File: src/rtl/bl_order_decode.sv
// ---------------------------------------------------------------------------
// bl_order_decode
//
// Receive-side decoder for the antenna-pair stream that accompanies X-engine
// accumulator output. Each valid pair is turned into its canonical triangular
// baseline index, plus conjugate / redundant-copy / frame-end flags. In
// parallel, a mirror of the generator's pair ordering tracks what the next
// pair should be, and any disagreement is latched in seq_err / err_cnt.
//
// Stream protocol: in_valid qualifies ant_a/ant_b/buf_sel/last_triangle for
// exactly one cycle. There is no ready/backpressure; the block accepts every
// valid pair. bl_valid qualifies all bl_* outputs for exactly one cycle,
// three cycles after the matching in_valid.
//
// Ports:
//   clk, rst_n            clock, asynchronous active-low reset
//   sync                  frame sync, restarts the sequence mirror
//   in_valid              input pair valid
//   ant_a, ant_b          antenna indices of the pair
//   buf_sel               buffer select travelling with the pair
//   last_triangle         pair lies in the lower triangle (a > b)
//   bl_valid              decoded outputs valid
//   bl_idx                canonical baseline index
//   bl_conj               data must be conjugated (a > b)
//   bl_redundant          duplicate baseline copy, may be dropped
//   bl_buf                buf_sel aligned with the outputs
//   bl_frame_end          this was pair (N-1, N-1)
//   seq_err               sticky sequence-mismatch flag
//   err_cnt               saturating mismatch count
// ---------------------------------------------------------------------------
module bl_order_decode #(
  parameter int N_ANTS = 16
) (
  input  logic                                        clk,
  input  logic                                        rst_n,
  input  logic                                        sync,
  input  logic                                        in_valid,
  input  logic [$clog2(N_ANTS)-1:0]                   ant_a,
  input  logic [$clog2(N_ANTS)-1:0]                   ant_b,
  input  logic                                        buf_sel,
  input  logic                                        last_triangle,
  output logic                                        bl_valid,
  output logic [$clog2(N_ANTS*(N_ANTS+1)/2)-1:0]      bl_idx,
  output logic                                        bl_conj,
  output logic                                        bl_redundant,
  output logic                                        bl_buf,
  output logic                                        bl_frame_end,
  output logic                                        seq_err,
  output logic [15:0]                                 err_cnt
);

  localparam int ANT_BITS = $clog2(N_ANTS);
  localparam int BL_BITS  = $clog2(N_ANTS*(N_ANTS+1)/2);
  localparam int W2       = 2*ANT_BITS;

  localparam logic [ANT_BITS-1:0] HALF     = ANT_BITS'(N_ANTS/2);
  localparam logic [ANT_BITS-1:0] OFF_INIT = ANT_BITS'(N_ANTS/2 + 1);
  localparam logic [ANT_BITS-1:0] ANT_MAX  = ANT_BITS'(N_ANTS - 1);

  // -------------------------------------------------------------------------
  // Sequence mirror
  // -------------------------------------------------------------------------
  logic [ANT_BITS-1:0] ea_q, ea_d, eb_q, eb_d, eoff_q, eoff_d;
  logic                eb_sel_q, eb_sel_d;
  logic [ANT_BITS-1:0] cur_ea, cur_eb, cur_eoff;
  logic                cur_sel;
  logic                exp_lower;
  logic                mismatch;
  logic                seq_err_q, seq_err_d;
  logic [15:0]         err_cnt_q, err_cnt_d;
  logic                frame_end_in;

  always_comb begin
    // sync acts before the pair presented in the same cycle, so that pair is
    // checked against the restart values.
    cur_ea   = sync ? HALF     : ea_q;
    cur_eb   = sync ? '0       : eb_q;
    cur_eoff = sync ? OFF_INIT : eoff_q;
    cur_sel  = sync ? 1'b0     : eb_sel_q;

    exp_lower    = (cur_ea > cur_eb);
    frame_end_in = (cur_ea == ANT_MAX) && (cur_eb == ANT_MAX);

    mismatch = in_valid &&
               ((ant_a != cur_ea) ||
                (ant_b != cur_eb) ||
                (last_triangle != exp_lower) ||
                (buf_sel != (cur_sel ^ exp_lower)));

    ea_d     = cur_ea;
    eb_d     = cur_eb;
    eoff_d   = cur_eoff;
    eb_sel_d = cur_sel;
    // The mirror always advances from its own expected values; a bad input
    // never resynchronises it. Power-of-two N makes the wraps natural.
    if (in_valid) begin
      if (cur_ea == cur_eb) begin
        eb_d   = cur_eb + 1'b1;
        ea_d   = cur_eoff;
        eoff_d = cur_eoff + 1'b1;
        if (frame_end_in) eb_sel_d = ~cur_sel;
      end else begin
        ea_d = cur_ea + 1'b1;
      end
    end

    seq_err_d = sync ? 1'b0 : seq_err_q;
    err_cnt_d = sync ? 16'd0 : err_cnt_q;
    if (mismatch) begin
      seq_err_d = 1'b1;
      if (err_cnt_d != 16'hFFFF) err_cnt_d = err_cnt_d + 16'd1;
    end
  end

  always_ff @(posedge clk or negedge rst_n) begin
    if (!rst_n) begin
      ea_q      <= HALF;
      eb_q      <= '0;
      eoff_q    <= OFF_INIT;
      eb_sel_q  <= 1'b0;
      seq_err_q <= 1'b0;
      err_cnt_q <= 16'd0;
    end else begin
      ea_q      <= ea_d;
      eb_q      <= eb_d;
      eoff_q    <= eoff_d;
      eb_sel_q  <= eb_sel_d;
      seq_err_q <= seq_err_d;
      err_cnt_q <= err_cnt_d;
    end
  end

  // -------------------------------------------------------------------------
  // Stage 1: order the pair, derive flags
  // -------------------------------------------------------------------------
  logic                s1_valid_q, s1_valid_d;
  logic [ANT_BITS-1:0] s1_lo_q, s1_lo_d, s1_hi_q, s1_hi_d;
  logic                s1_conj_q, s1_conj_d, s1_red_q, s1_red_d;
  logic                s1_buf_q, s1_buf_d, s1_fe_q, s1_fe_d;
  logic                a_gt_b;
  logic [ANT_BITS-1:0] a_minus_b;

  always_comb begin
    a_gt_b     = (ant_a > ant_b);
    a_minus_b  = ant_a - ant_b;
    s1_valid_d = in_valid;
    s1_lo_d    = a_gt_b ? ant_b : ant_a;
    s1_hi_d    = a_gt_b ? ant_a : ant_b;
    s1_conj_d  = a_gt_b;
    // Half-way pairs appear twice in the generator order; the lower-triangle
    // copy is the duplicate.
    s1_red_d   = a_gt_b && (a_minus_b == HALF);
    s1_buf_d   = buf_sel;
    s1_fe_d    = frame_end_in;
  end

  // -------------------------------------------------------------------------
  // Stage 2: row base and column offset
  // -------------------------------------------------------------------------
  logic          s2_valid_q, s2_valid_d;
  logic [W2-1:0] s2_base_q, s2_base_d;
  logic [ANT_BITS-1:0] s2_d_q, s2_d_d;
  logic          s2_conj_q, s2_conj_d, s2_red_q, s2_red_d;
  logic          s2_buf_q, s2_buf_d, s2_fe_q, s2_fe_d;
  logic [W2-1:0] lo_w, tri_w;

  always_comb begin
    lo_w = W2'(s1_lo_q);
    // lo*(lo-1) is always even; for lo=0 the wrapped (lo-1) is multiplied by
    // zero, so the term vanishes as required.
    tri_w      = (lo_w * (lo_w - W2'(1))) >> 1;
    s2_valid_d = s1_valid_q;
    s2_base_d  = (lo_w << ANT_BITS) - tri_w;
    s2_d_d     = s1_hi_q - s1_lo_q;
    s2_conj_d  = s1_conj_q;
    s2_red_d   = s1_red_q;
    s2_buf_d   = s1_buf_q;
    s2_fe_d    = s1_fe_q;
  end

  // -------------------------------------------------------------------------
  // Stage 3: final index, output registers
  // -------------------------------------------------------------------------
  logic               o_valid_q, o_valid_d;
  logic [BL_BITS-1:0] o_idx_q, o_idx_d;
  logic               o_conj_q, o_conj_d, o_red_q, o_red_d;
  logic               o_buf_q, o_buf_d, o_fe_q, o_fe_d;

  always_comb begin
    o_valid_d = s2_valid_q;
    o_idx_d   = BL_BITS'(s2_base_q + W2'(s2_d_q));
    o_conj_d  = s2_conj_q;
    o_red_d   = s2_red_q;
    o_buf_d   = s2_buf_q;
    o_fe_d    = s2_fe_q;
  end

  always_ff @(posedge clk or negedge rst_n) begin
    if (!rst_n) begin
      s1_valid_q <= 1'b0;
      s1_lo_q    <= '0;
      s1_hi_q    <= '0;
      s1_conj_q  <= 1'b0;
      s1_red_q   <= 1'b0;
      s1_buf_q   <= 1'b0;
      s1_fe_q    <= 1'b0;
      s2_valid_q <= 1'b0;
      s2_base_q  <= '0;
      s2_d_q     <= '0;
      s2_conj_q  <= 1'b0;
      s2_red_q   <= 1'b0;
      s2_buf_q   <= 1'b0;
      s2_fe_q    <= 1'b0;
      o_valid_q  <= 1'b0;
      o_idx_q    <= '0;
      o_conj_q   <= 1'b0;
      o_red_q    <= 1'b0;
      o_buf_q    <= 1'b0;
      o_fe_q     <= 1'b0;
    end else begin
      s1_valid_q <= s1_valid_d;
      s1_lo_q    <= s1_lo_d;
      s1_hi_q    <= s1_hi_d;
      s1_conj_q  <= s1_conj_d;
      s1_red_q   <= s1_red_d;
      s1_buf_q   <= s1_buf_d;
      s1_fe_q    <= s1_fe_d;
      s2_valid_q <= s2_valid_d;
      s2_base_q  <= s2_base_d;
      s2_d_q     <= s2_d_d;
      s2_conj_q  <= s2_conj_d;
      s2_red_q   <= s2_red_d;
      s2_buf_q   <= s2_buf_d;
      s2_fe_q    <= s2_fe_d;
      o_valid_q  <= o_valid_d;
      o_idx_q    <= o_idx_d;
      o_conj_q   <= o_conj_d;
      o_red_q    <= o_red_d;
      o_buf_q    <= o_buf_d;
      o_fe_q     <= o_fe_d;
    end
  end

  assign bl_valid     = o_valid_q;
  assign bl_idx       = o_idx_q;
  assign bl_conj      = o_conj_q;
  assign bl_redundant = o_red_q;
  assign bl_buf       = o_buf_q;
  assign bl_frame_end = o_fe_q;
  assign seq_err      = seq_err_q;
  assign err_cnt      = err_cnt_q;

endmodule

File: config.mk
export PLATFORM = sky130hd
export DESIGN_NAME = bl_order_decode
export DESIGN_NICKNAME = d
export VERILOG_FILES = /design/src/rtl/bl_order_decode.sv
export SDC_FILE = /design/constraint.sdc
export NUM_CORES = 1
export LEC_CHECK = 0
export CAP_MARGIN = 40
export CORE_AREA = 3 3 133 83
export CTS_CLUSTER_DIAMETER = 60
export DETAILED_ROUTE_END_ITERATION = 10
export DIE_AREA = 0 0 136 86
export GPL_ROUTABILITY_DRIVEN = 1
export SKIP_CTS_REPAIR_TIMING = 1
export SLEW_MARGIN = 5
export SYNTH_ARGS = -nofsm -noshare
export SYNTH_HDL_FRONTEND = slang
export SYNTH_SLANG_ARGS = --single-unit
File: constraint.sdc
create_clock -name clk -period 6.8 [get_ports clk]
set_input_delay 1.36 -clock clk [delete_from_list [all_inputs] [get_ports clk]]
set_output_delay 1.36 -clock clk [all_outputs]
set_load 0.02 [all_outputs]
==> Word-level counts from Yosys, hierarchy flattened <==
Index checks and enable logic that the tools add are counted.
{ "totals": {"register_bits": 73, "input_bits": 14, "output_inout_bits": 30, "wordCells": 76} }
{ "classes": {"add_sub_neg": 9, "n_mul": 1, "n_lt_le_gt_ge": 2, "n_eq_ne": 9, "muxes": 20, "bitwise": 2, "n_reduce_logical": 7} }
{ "op_table": {"columns": ["op", "count"], "rows": [
  ["16-bit 2-to-1 mux", 3],
  ["4-bit 2-to-1 mux", 11],
  ["16-bit by 1-bit adder with 16-bit output, second input constant", 1],
  ["16-bit inequality test, second input constant", 1],
  ["4-bit by 1-bit adder with 4-bit output, second input constant", 3],
  ["4-bit equality test, second input constant", 3],
  ["8-bit by 4-bit adder with 8-bit output", 1],
  ["4-bit > comparator", 2],
  ["5-bit by 5-bit multiplier with 8-bit output", 1],
  ["4-bit inequality test", 2],
  ["4-bit subtractor", 2],
  ["8-bit by 7-bit subtractor with 8-bit output", 1],
  ["1-bit 2-to-1 mux", 6],
  ["4-bit by 1-bit subtractor with 5-bit output, second input constant", 1],
  ["4-bit equality test", 1],
  ["1-bit logical AND", 3],
  ["1-bit logical OR", 3],
  ["1-bit inequality test", 2],
  ["2-bit nonzero test", 1],
  ["1-bit inverter", 1],
  ["1-bit XOR", 1]
]} }

==> Longest topological paths before layout <==
Gate-level depths: netlist of run 1.
{ "depth": {"depth_word": 7, "ltp_mapped": 19, "depth_no_buf": 19} }

==> Worst setup path before layout of run 1 <==
OpenSTA, ideal clock, no wires.
{ "synth_path": {"path_kind": "register to register", "from": "register s1_lo_q[0]", "to": "register s2_base_q[7]", "setup_time_ps": 79, "arrival_time_ps": 4267, "required_time_ps": 6721, "slack_ps": 2453, "stages_incl_launch_ff": 19, "n_path_buf": 0, "period_less_slack_ps": 4347, "cell_sequence": "dfrtp_1 inv_1 ha_1 inv_1 nor3_1 nand2_1 fa_1 fa_1 fa_1 inv_1 ha_1 a21o_1 a21oi_1 xor2_1 ha_1 inv_1 o21bai_1 a21oi_1 xor2_1"} }
{ "synth_between": {"elab_chain_cells": 3} }
{ "synth_lines": {"columns": ["element", "line_no", "text"], "rows": [
  ["start, declared", "137", "logic [ANT_BITS-1:0] s1_lo_q, s1_lo_d, s1_hi_q, s1_hi_d;"],
  ["start signal, assigned", "222", "s1_lo_q <= s1_lo_d;"],
  ["4-bit by 1-bit subtractor with 5-bit output", "171", "tri_w = (lo_w * (lo_w - W2'(1))) >> 1;"],
  ["5-bit by 5-bit multiplier with 8-bit output", "171", null],
  ["8-bit by 7-bit subtractor with 8-bit output (*)", "173", "s2_base_d = (lo_w << ANT_BITS) - tri_w;"],
  ["via s2_base_d[7]", "161", "logic [W2-1:0] s2_base_q, s2_base_d;"],
  ["end signal, assigned", "229", "s2_base_q <= s2_base_d;"],
  ["end, declared", "161", null]
]} }
The timed path passes the listed nets; every way through them passes the cells marked *.
A chain may end at the register's enable or synchronous reset.

==> Worst setup path after layout of run 1 <==
{ "layout_path": {"from": "register s1_lo_q[1]", "to": "register s2_base_q[7]"} }
Same word-level chain as after synthesis.

==> key figures, run 1 <==
STA
  • Setup violations, final: 0
  • Final Cycle Share: 69.4%
  • Tmin final: 4.72 ns
  • Slew @ Worst Pin: 0.844 ns
  • Final hold viol count: 0
  • Sum of negative setup slack: 0 ns
  • Fmax: approximately 0.21 GHz
  • RSZ-0062 raised after global routing: false
  • Slew Limit Fails: 0
  • Clk_skew: about 0.0071 ns
  • Hold Slack: between 0.3 and 0.4 ns
  • Worst slew margin: 43.5%

Synthesis
  • Area of the mapped netlist: 4430 um2
  • Mapped Nets: 500
  • Synth warn: 0
  • Syn_area_per_cell: just over 10 um2
  • Post-synthesis instance total: 434
  • Post-synth top area share: 39.6%
  • Ys async rst share: 100%
  • Ys flop type: dfrtp_1
  • Post-synthesis sequential area ratio: between 40% and 50%
  • Largest cells by area after synthesis: dfrtp_1, ha_1, xnor2_1
  • Synthesized flop and latch total: 73
  • Unique masters post-synth: 61
  • EDFF count, synth: 0
  • Leading area contributor after synthesis: dfrtp_1

Worst setup path
  • Critical path required time: 7.05 ns
  • CP max stage cell: fa_1
  • Crit start category: flip-flop
  • Worst Path Arrival: between 4 and 5 ns
  • Family with the most delay on the worst path: adder cells
  • R2R setup slack: 2.08 ns
  • Crit-path max FO: 8
  • Worst path bufs/invs: 4
  • Top cell by count, worst path: inv_1
  • Crit-path cells: inv_1 -> ha_1 -> inv_1 -> nor3_1 -> nand2_1 -> fa_1 -> fa_1 -> fa_1 -> inv_1 -> ha_1 -> a21o_1 -> a21oi_1 -> xor2_1 -> ha_1 -> inv_1 -> o21bai_1 -> a21oi_1 -> xor2_1
  • Crit. End Element: flip-flop
  • Critical path class: flip-flop to flip-flop
  • Slowest stage delay, CP: 0.61 ns

GRT
  • Largest net degree at the start of global routing: 51
  • First-pass GRT wire length: 14.9 mm
  • GRT Overall Usage: approximately 16%
  • GR Overflow Total: 0
  • Initial antenna violation count: 0
  • Number of global-route vias before repair: 3051

Place
  • Post-DP HPWL: 6.43 mm
  • IO buf count: 43
  • GPL Wtd Cong: 0.826
  • Post-DP Area: 5000 um2

Floorplanning
  • Chip Height: between 80 and 90 um
  • Cell Rows: 28
  • I/O Pins: 44
  • Die extent in x: 136 um
  • Die area: between 10000 and 15000 um2
  • Initial core utilization: 44.8%
  • Total core area: 9880 um2

Power and ir drop
  • PwrDens: 304 nW/um2
  • Leakage: about 2.4 nW
  • Total Power: between 1.5 and 2 mW
  • Int Pwr: about 1.1 mW
  • Worst vdd ir: 188 uV
  • Clk network pwr share: a little under a third
  • Comb pwr share: 34.5%
  • Sw power: about 0.5 mW
  • Flop pwr share: around 34%
  • Net Sw Frac: 30.9%

Clocking
  • Inserted Clock Buffers: 9
  • Later-pin clock latency in the skew report: 0.33 ns
  • Clock Sink Count: 73
  • Root buffer cell: clkbuf_16
  • Max H-tree Level: 3
  • CTS tree: built
  • Clk slew on worst S/H paths: 0.06 ns
  • Max Root-Sink Buffers: 2

Detailed routing
  • DRC violations left: 0
  • Routed wire per std cell: 13.6 um
  • DRT iter0 DRCs: 147
  • DRT Pass-1 Iters: 4
  • Final wirelength: 8.43 mm
  • Vias/cell: between 5 and 6
  • Via count: 3097
  • Routed Antenna Nets: 0

Final layout
  • Design Area, Final: 5330 um2
  • Layout cells sized above 1: 9.71%
  • Layout Nets: 545
  • Antenna cells: 0
  • Reg area: 1830 um2
  • Final Util: 54.0%
  • Area growth syn-to-layout: 20.5%
  • Fillers: approximately 900
  • Area of the multi-input gates: around 2400 um2

Hold path
  • Worst Hold Class: flip-flop to flip-flop

Status
  • Status: finished clean

Job
  • Max Cap Viol: 0
## power groups by stage
| stage | Combinational, mW | Sequential, mW | Clock [mW] |
|---|---|---|---|
| after floorplan | 0.380 | 0.590 | 0 |
| after global placement | 0.560 | 0.563 | 0 |
| after detailed placement | 0.566 | 0.563 | 0 |
| after CTS | 0.571 | 0.556 | 0.523 |
| after global routing | 0.642 | 0.565 | 0.543 |
| final | 0.560 | 0.555 | 0.508 |
## worst paths after layout
kind / from / endpoint / cells past startpoint
max in group asynchronous: rst_n / ea_q[3]$_DFF_PN1_ / 3
worst min register to register: s1_fe_q$_DFF_PN0_ / o_fe_d$_DFF_PN0_ / 0
min in group asynchronous: rst_n / err_cnt[7]$_DFF_PN0_ / 2
worst max register to register: s1_lo_q[1]$_DFF_PN0_ / s2_base_q[7]$_DFF_PN0_ / 18
worst max-delay path: s1_lo_q[1]$_DFF_PN0_ / s2_base_q[7]$_DFF_PN0_ / 18
worst min-delay path: s1_fe_q$_DFF_PN0_ / o_fe_d$_DFF_PN0_ / 0
## cell usage in the layout (no fill, tap or decap), types with 3 or more instances in the layout
master / instances
nor4_1: 3
nor3_2: 3
clkdlybuf4s50_1: 42
nor2b_1: 16
a21o_1: 6
inv_1: 45
ha_1: 42
a21oi_1: 20
o211ai_1: 3
nand2_1: 25
nor2_1: 22
dfstp_2: 3
a31oi_1: 5
xor2_1: 12
nand2b_1: 7
buf_4: 3
nor3_1: 8
nand3_1: 7
or3_1: 6
fa_1: 10
and4_1: 3
o21ai_0: 23
clkbuf_16: 9
dfrtp_1: 70
nand4_1: 10
xnor2_1: 27
mux2_2: 8
## final cells by class
type	count	share of cell area, %
inverter	45	3.17
clock inverter	6	1.69
clock buffer	10	4.48
timing repair buffer	47	8.91
sequential	73	34.3
tap	135	3.17
multi-input combinational	303	44.3
## cell usage after synthesis, drive strengths merged (2+ instances only)
cell type and number:
a21o 6, a21oi 20, a31oi 5, and2 3
and3 2, and4 3, buf 5, clkbuf 8
dfrtp 70, dfstp 3, fa 10, ha 42
inv 45, mux2 8, nand2 26, nand2b 8
nand3 7, nand4 11, nor2 22, nor2b 19
nor3 11, nor4 3, nor4bb 2, o211ai 3
o21ai 23, o31ai 2, or2 2, or3 6
or4 2, xnor2 27, xor2 12
## sequential cells by signal, indices dropped and copies added (netlist names), 4 cells and up
register / flops
err_cnt: 16
s1_hi_q: 4
eoff_q: 4
ea_q: 4
s1_lo_q: 4
s2_d_q: 4
bl_idx: 8
eb_q: 4
s2_base_q: 8
## per-layer routing
metal  up-vias  GRT usage (%)  share of wire (%)
met2        62           21.7                 38
li1       1580              -                  -
met3         8           4.16                5.0
met1      1447           25.2                 56
met5         -              0                  0
met4         0           4.12                1.1
## logic make-up (layout without fill, tap and decap cells)
family	Yosys count	after routing	synth area share, %
buf+inv	58	108	5.31
mux	8	8	2.04
xor+xnor	39	39	7.72
flops	73	73	41.4
compound gates	71	71	9.81
simple gates	133	133	17.4
fa+ha+maj	52	52	16.4
## stage by stage
stage | setup slack (ns) | instances
6_report | 2.08 | 619
5_1_grt | 1.69 | 619
4_1_cts | 2.04 | 619
3_5_place_dp | 1.96 | 603
3_3_place_gp | 2.07 | 602
2_1_floorplan | 2.45 | 434
No activity file was read; power rests on OpenSTA's default activity.
==> inputs of run 2 (changes only) <==
--- a/config.mk
+++ b/config.mk
@@ -11,6 +11,7 @@
 export DETAILED_ROUTE_END_ITERATION = 10
 export DIE_AREA = 0 0 136 86
 export GPL_ROUTABILITY_DRIVEN = 1
+export PLACE_DENSITY = 0.67
 export SKIP_CTS_REPAIR_TIMING = 1
 export SLEW_MARGIN = 5
 export SYNTH_ARGS = -nofsm -noshare
==> constraint.sdc (replaced) <==
create_clock -name clk -period 4.3 [get_ports clk]
set_input_delay 0.86 -clock clk [delete_from_list [all_inputs] [get_ports clk]]
set_output_delay 0.86 -clock clk [all_outputs]
set_load 0.02 [all_outputs]
==> key figures, run 2 (synthesis gave the netlist of run 1 again) <==
Final layout
  • Fillers: 862 (-3.7%)
  • Layout Nets: 562 (+3.1%)
  • Area growth syn-to-layout: 24.1%
  • Commonest non-fill, non-tap cell in the layout: dfrtp_1
  • Antenna cells: 0 (unchanged)
  • Layout cells sized above 1: 14.6% (+4.9 points)
  • Design Area, Final: 5500 um2 (+3.0%)
  • Most frequent cells in the layout: dfrtp_1, inv_1, clkdlybuf4s50_1
  • Layout Cells excl Fill: 636 (+2.7%)
  • Max reg flops: 16 (unchanged)

Detailed routing
  • Routed wire per std cell: 14.7 um (+8.0%)
  • Routed Antenna Nets: 0 (unchanged)
  • Via count: 3287 (+6.1%)
  • Final wirelength: 9.35 mm (+11%)
  • Vias/cell: 5.17 (+3.3%)
  • DRT iter0 DRCs: 277 (+88%)
  • DRC violations left: 0 (unchanged)
  • DRT Pass-1 Iters: 4 (unchanged)

Worst setup path
  • Crit start category: flip-flop
  • Worst Path Arrival: 4.33 ns (-0.64 ns)
  • Worst-case reg-to-reg path depth: 18 (unchanged)
  • Critical path class: flip-flop to flip-flop
  • FF-to-FF Start: s1_lo_q[1]$_DFF_PN0_
  • Crit-path cells: inv_2 -> ha_2 -> inv_2 -> ha_2 -> inv_1 -> fa_1 -> fa_1 -> fa_1 -> inv_1 -> ha_1 -> a21o_1 -> a21oi_2 -> xor2_1 -> ha_1 -> inv_1 -> o21bai_1 -> a21oi_1 -> xor2_1
  • R2R setup slack: 0.23 ns (-1.85 ns)
  • Crit. End Element: flip-flop
  • Family with the most delay on the worst path: adder cells
  • Critical path required time: 4.56 ns (-2.49 ns)
  • CP max stage cell: fa_1
  • Worst path bufs/invs: 5 (+1)
  • R2r endpoint: s2_base_q[7]$_DFF_PN0_
  • Crit-path max FO: 4 (-4)
  • Slowest stage delay, CP: 0.56 ns (-0.05 ns)

Power and ir drop
  • Leakage: 2.48 nW (+3.5%)
  • Int Pwr: 1.84 mW (+64%)
  • Sw power: 0.867 mW (+73%)
  • Worst vdd ir: 284 uV (+51%)
  • Comb pwr share: 37.8% (+3.3 points)
  • Net Sw Frac: 32.0% (+1.1 points)
  • PwrDens: 493 nW/um2 (+62%)
  • Clk network pwr share: 30.0% (-1.3 points)
  • Flop pwr share: 32.2% (-2.0 points)

GRT
  • First-pass GRT wire length: 15.8 mm (+6.2%)
  • Met2 GRT Util: 23.8% (+2.1 points)
  • GRT Overall Usage: 17.4% (+1.3 points)
  • Largest net degree at the start of global routing: 52 (+2.0%)
  • Number of global-route vias before repair: 3176 (+4.1%)
  • GR Overflow Total: 0 (unchanged)
  • M3 GR Usage: 4.63% (+0.47 points)
  • Grt peak-use layer: met1
  • Initial antenna violation count: 0 (unchanged)
  • GR Util met1: 27.0% (+1.8 points)

Floorplanning
  • Die extent in x: 136 um (unchanged)
  • Chip Height: 86 um (unchanged)
  • Total core area: 9880 um2 (unchanged)
  • Initial core utilization: 44.8% (unchanged)
  • Cell Rows: 28 (unchanged)
  • I/O Pins: 44 (unchanged)
  • Die area: 11700 um2 (unchanged)

Clocking
  • Later-pin clock latency in the skew report: 0.33 ns (about the same)
  • Inserted Clock Buffers: 9 (unchanged)
  • Max H-tree Level: 3 (unchanged)
  • Clock Sink Count: 73 (unchanged)
  • CTS tree: built
  • Clk slew on worst S/H paths: 0.06 ns (about the same)
  • Root buffer cell: clkbuf_16
  • Max Root-Sink Buffers: 2 (unchanged)

Place
  • DP Cell Count: 617 (+2.3%)
  • Post-DP Area: 5110 um2 (+2.2%)
  • Post-DP HPWL: 7.23 mm (+12%)
  • GPL Wtd Cong: 0.855 (+3.5%)
  • IO buf count: 43 (unchanged)
  • Worst slack, placed: 0.00352 ns (-1.95 ns)

STA
  • Worst slew margin: 65.4% (+22 points)
  • RSZ-0062 raised after global routing: false
  • Slew Limit Fails: 0 (unchanged)
  • Tmin final: 4.07 ns (-0.652 ns)
  • Clk_skew: 0.00490 ns (-0.00216 ns)
  • Sum of negative setup slack: 0 ns (unchanged)
  • Final hold viol count: 0 (unchanged)
  • Setup violations, final: 0 (unchanged)
  • Slew @ Worst Pin: 0.514 ns (-0.330 ns)
  • Fmax: 0.246 GHz (+16%)
  • Final worst slack: 0.230 ns (-1.85 ns)
  • Final Cycle Share: 94.6% (+25 points)

Hold path
  • Hold Path Depth: 0 (unchanged)
  • Hold Path End: bl_valid$_DFF_PN0_
  • HP Start: o_valid_d$_DFF_PN0_
  • Worst Hold Class: flip-flop to flip-flop

Job
  • Max Cap Viol: 0 (unchanged)

Status
  • Status: finished clean
-- run 2: cell count changes in the layout (fill, tap and decap cells not counted), moves of 2 or more --
cell	before	now
buf_4	3	20
ha_1	42	39
ha_2	0	3
inv_1	45	43
inv_2	0	2
-- run 2: metrics by stage --
stage | power, mW | hold slack, ns | utilization, %
after global routing | 2.88 | 0.368 | 55.6
after CTS | 2.65 | 0.350 | 55.1
after floorplan | 1.53 | 0.331 | -
after global placement | 1.79 | 0.335 | 51.5
after detailed placement | 1.82 | 0.335 | 51.8
final | 2.71 | 0.349 | 55.6
-- run 2: cell type report --
type | count | area (um2) | share of cell area [%]
clock buffer | 10 | 239 | 4.35
clock inverter | 6 | 90.1 | 1.64
inverter | 45 | 169 | 3.07
multi-input combinational | 303 | 2390 | 43.6
sequential | 73 | 1830 | 33.3
tap | 135 | 169 | 3.07
timing repair buffer | 64 | 603 | 11.0
-- run 2: per-layer routing --
| metal | share of wire, % | vias to the layer above |
|---|---|---|
| met4 | 0.65 | 0 |
| met5 | 0 | - |
| met3 | 5.0 | 6 |
| met1 | 54 | 1599 |
| li1 | - | 1606 |
| met2 | 41 | 76 |
-- run 2: how the worst max path moves through the flow --
| stage | from | endpoint | slack (ns) | cells after the start |
|---|---|---|---|---|
| after floorplan | s1_lo_q[0]$_DFF_PN0_ | s2_base_q[7]$_DFF_PN0_ | 0.07 | 18 |
| after global placement | s1_lo_q[1]$_DFF_PN0_ | s2_base_q[7]$_DFF_PN0_ | 0.14 | 18 |
| after detailed placement | s1_lo_q[1]$_DFF_PN0_ | s2_base_q[7]$_DFF_PN0_ | 0.004 | 18 |
| after CTS | s1_lo_q[1]$_DFF_PN0_ | s2_base_q[7]$_DFF_PN0_ | -0.03 | 18 |
| after global routing | s1_lo_q[1]$_DFF_PN0_ | s2_base_q[7]$_DFF_PN0_ | 0.004 | 18 |
| final | s1_lo_q[1]$_DFF_PN0_ | s2_base_q[7]$_DFF_PN0_ | 0.23 | 18 |
-- run 2: power by group through the flow --
stage | sequential, mW | clock, mW | combinational [mW]
after floorplan | 0.933 | 0 | 0.601
after global placement | 0.881 | 0 | 0.904
after detailed placement | 0.883 | 0 | 0.940
after CTS | 0.872 | 0.827 | 0.952
after global routing | 0.885 | 0.859 | 1.14
final | 0.871 | 0.812 | 1.02
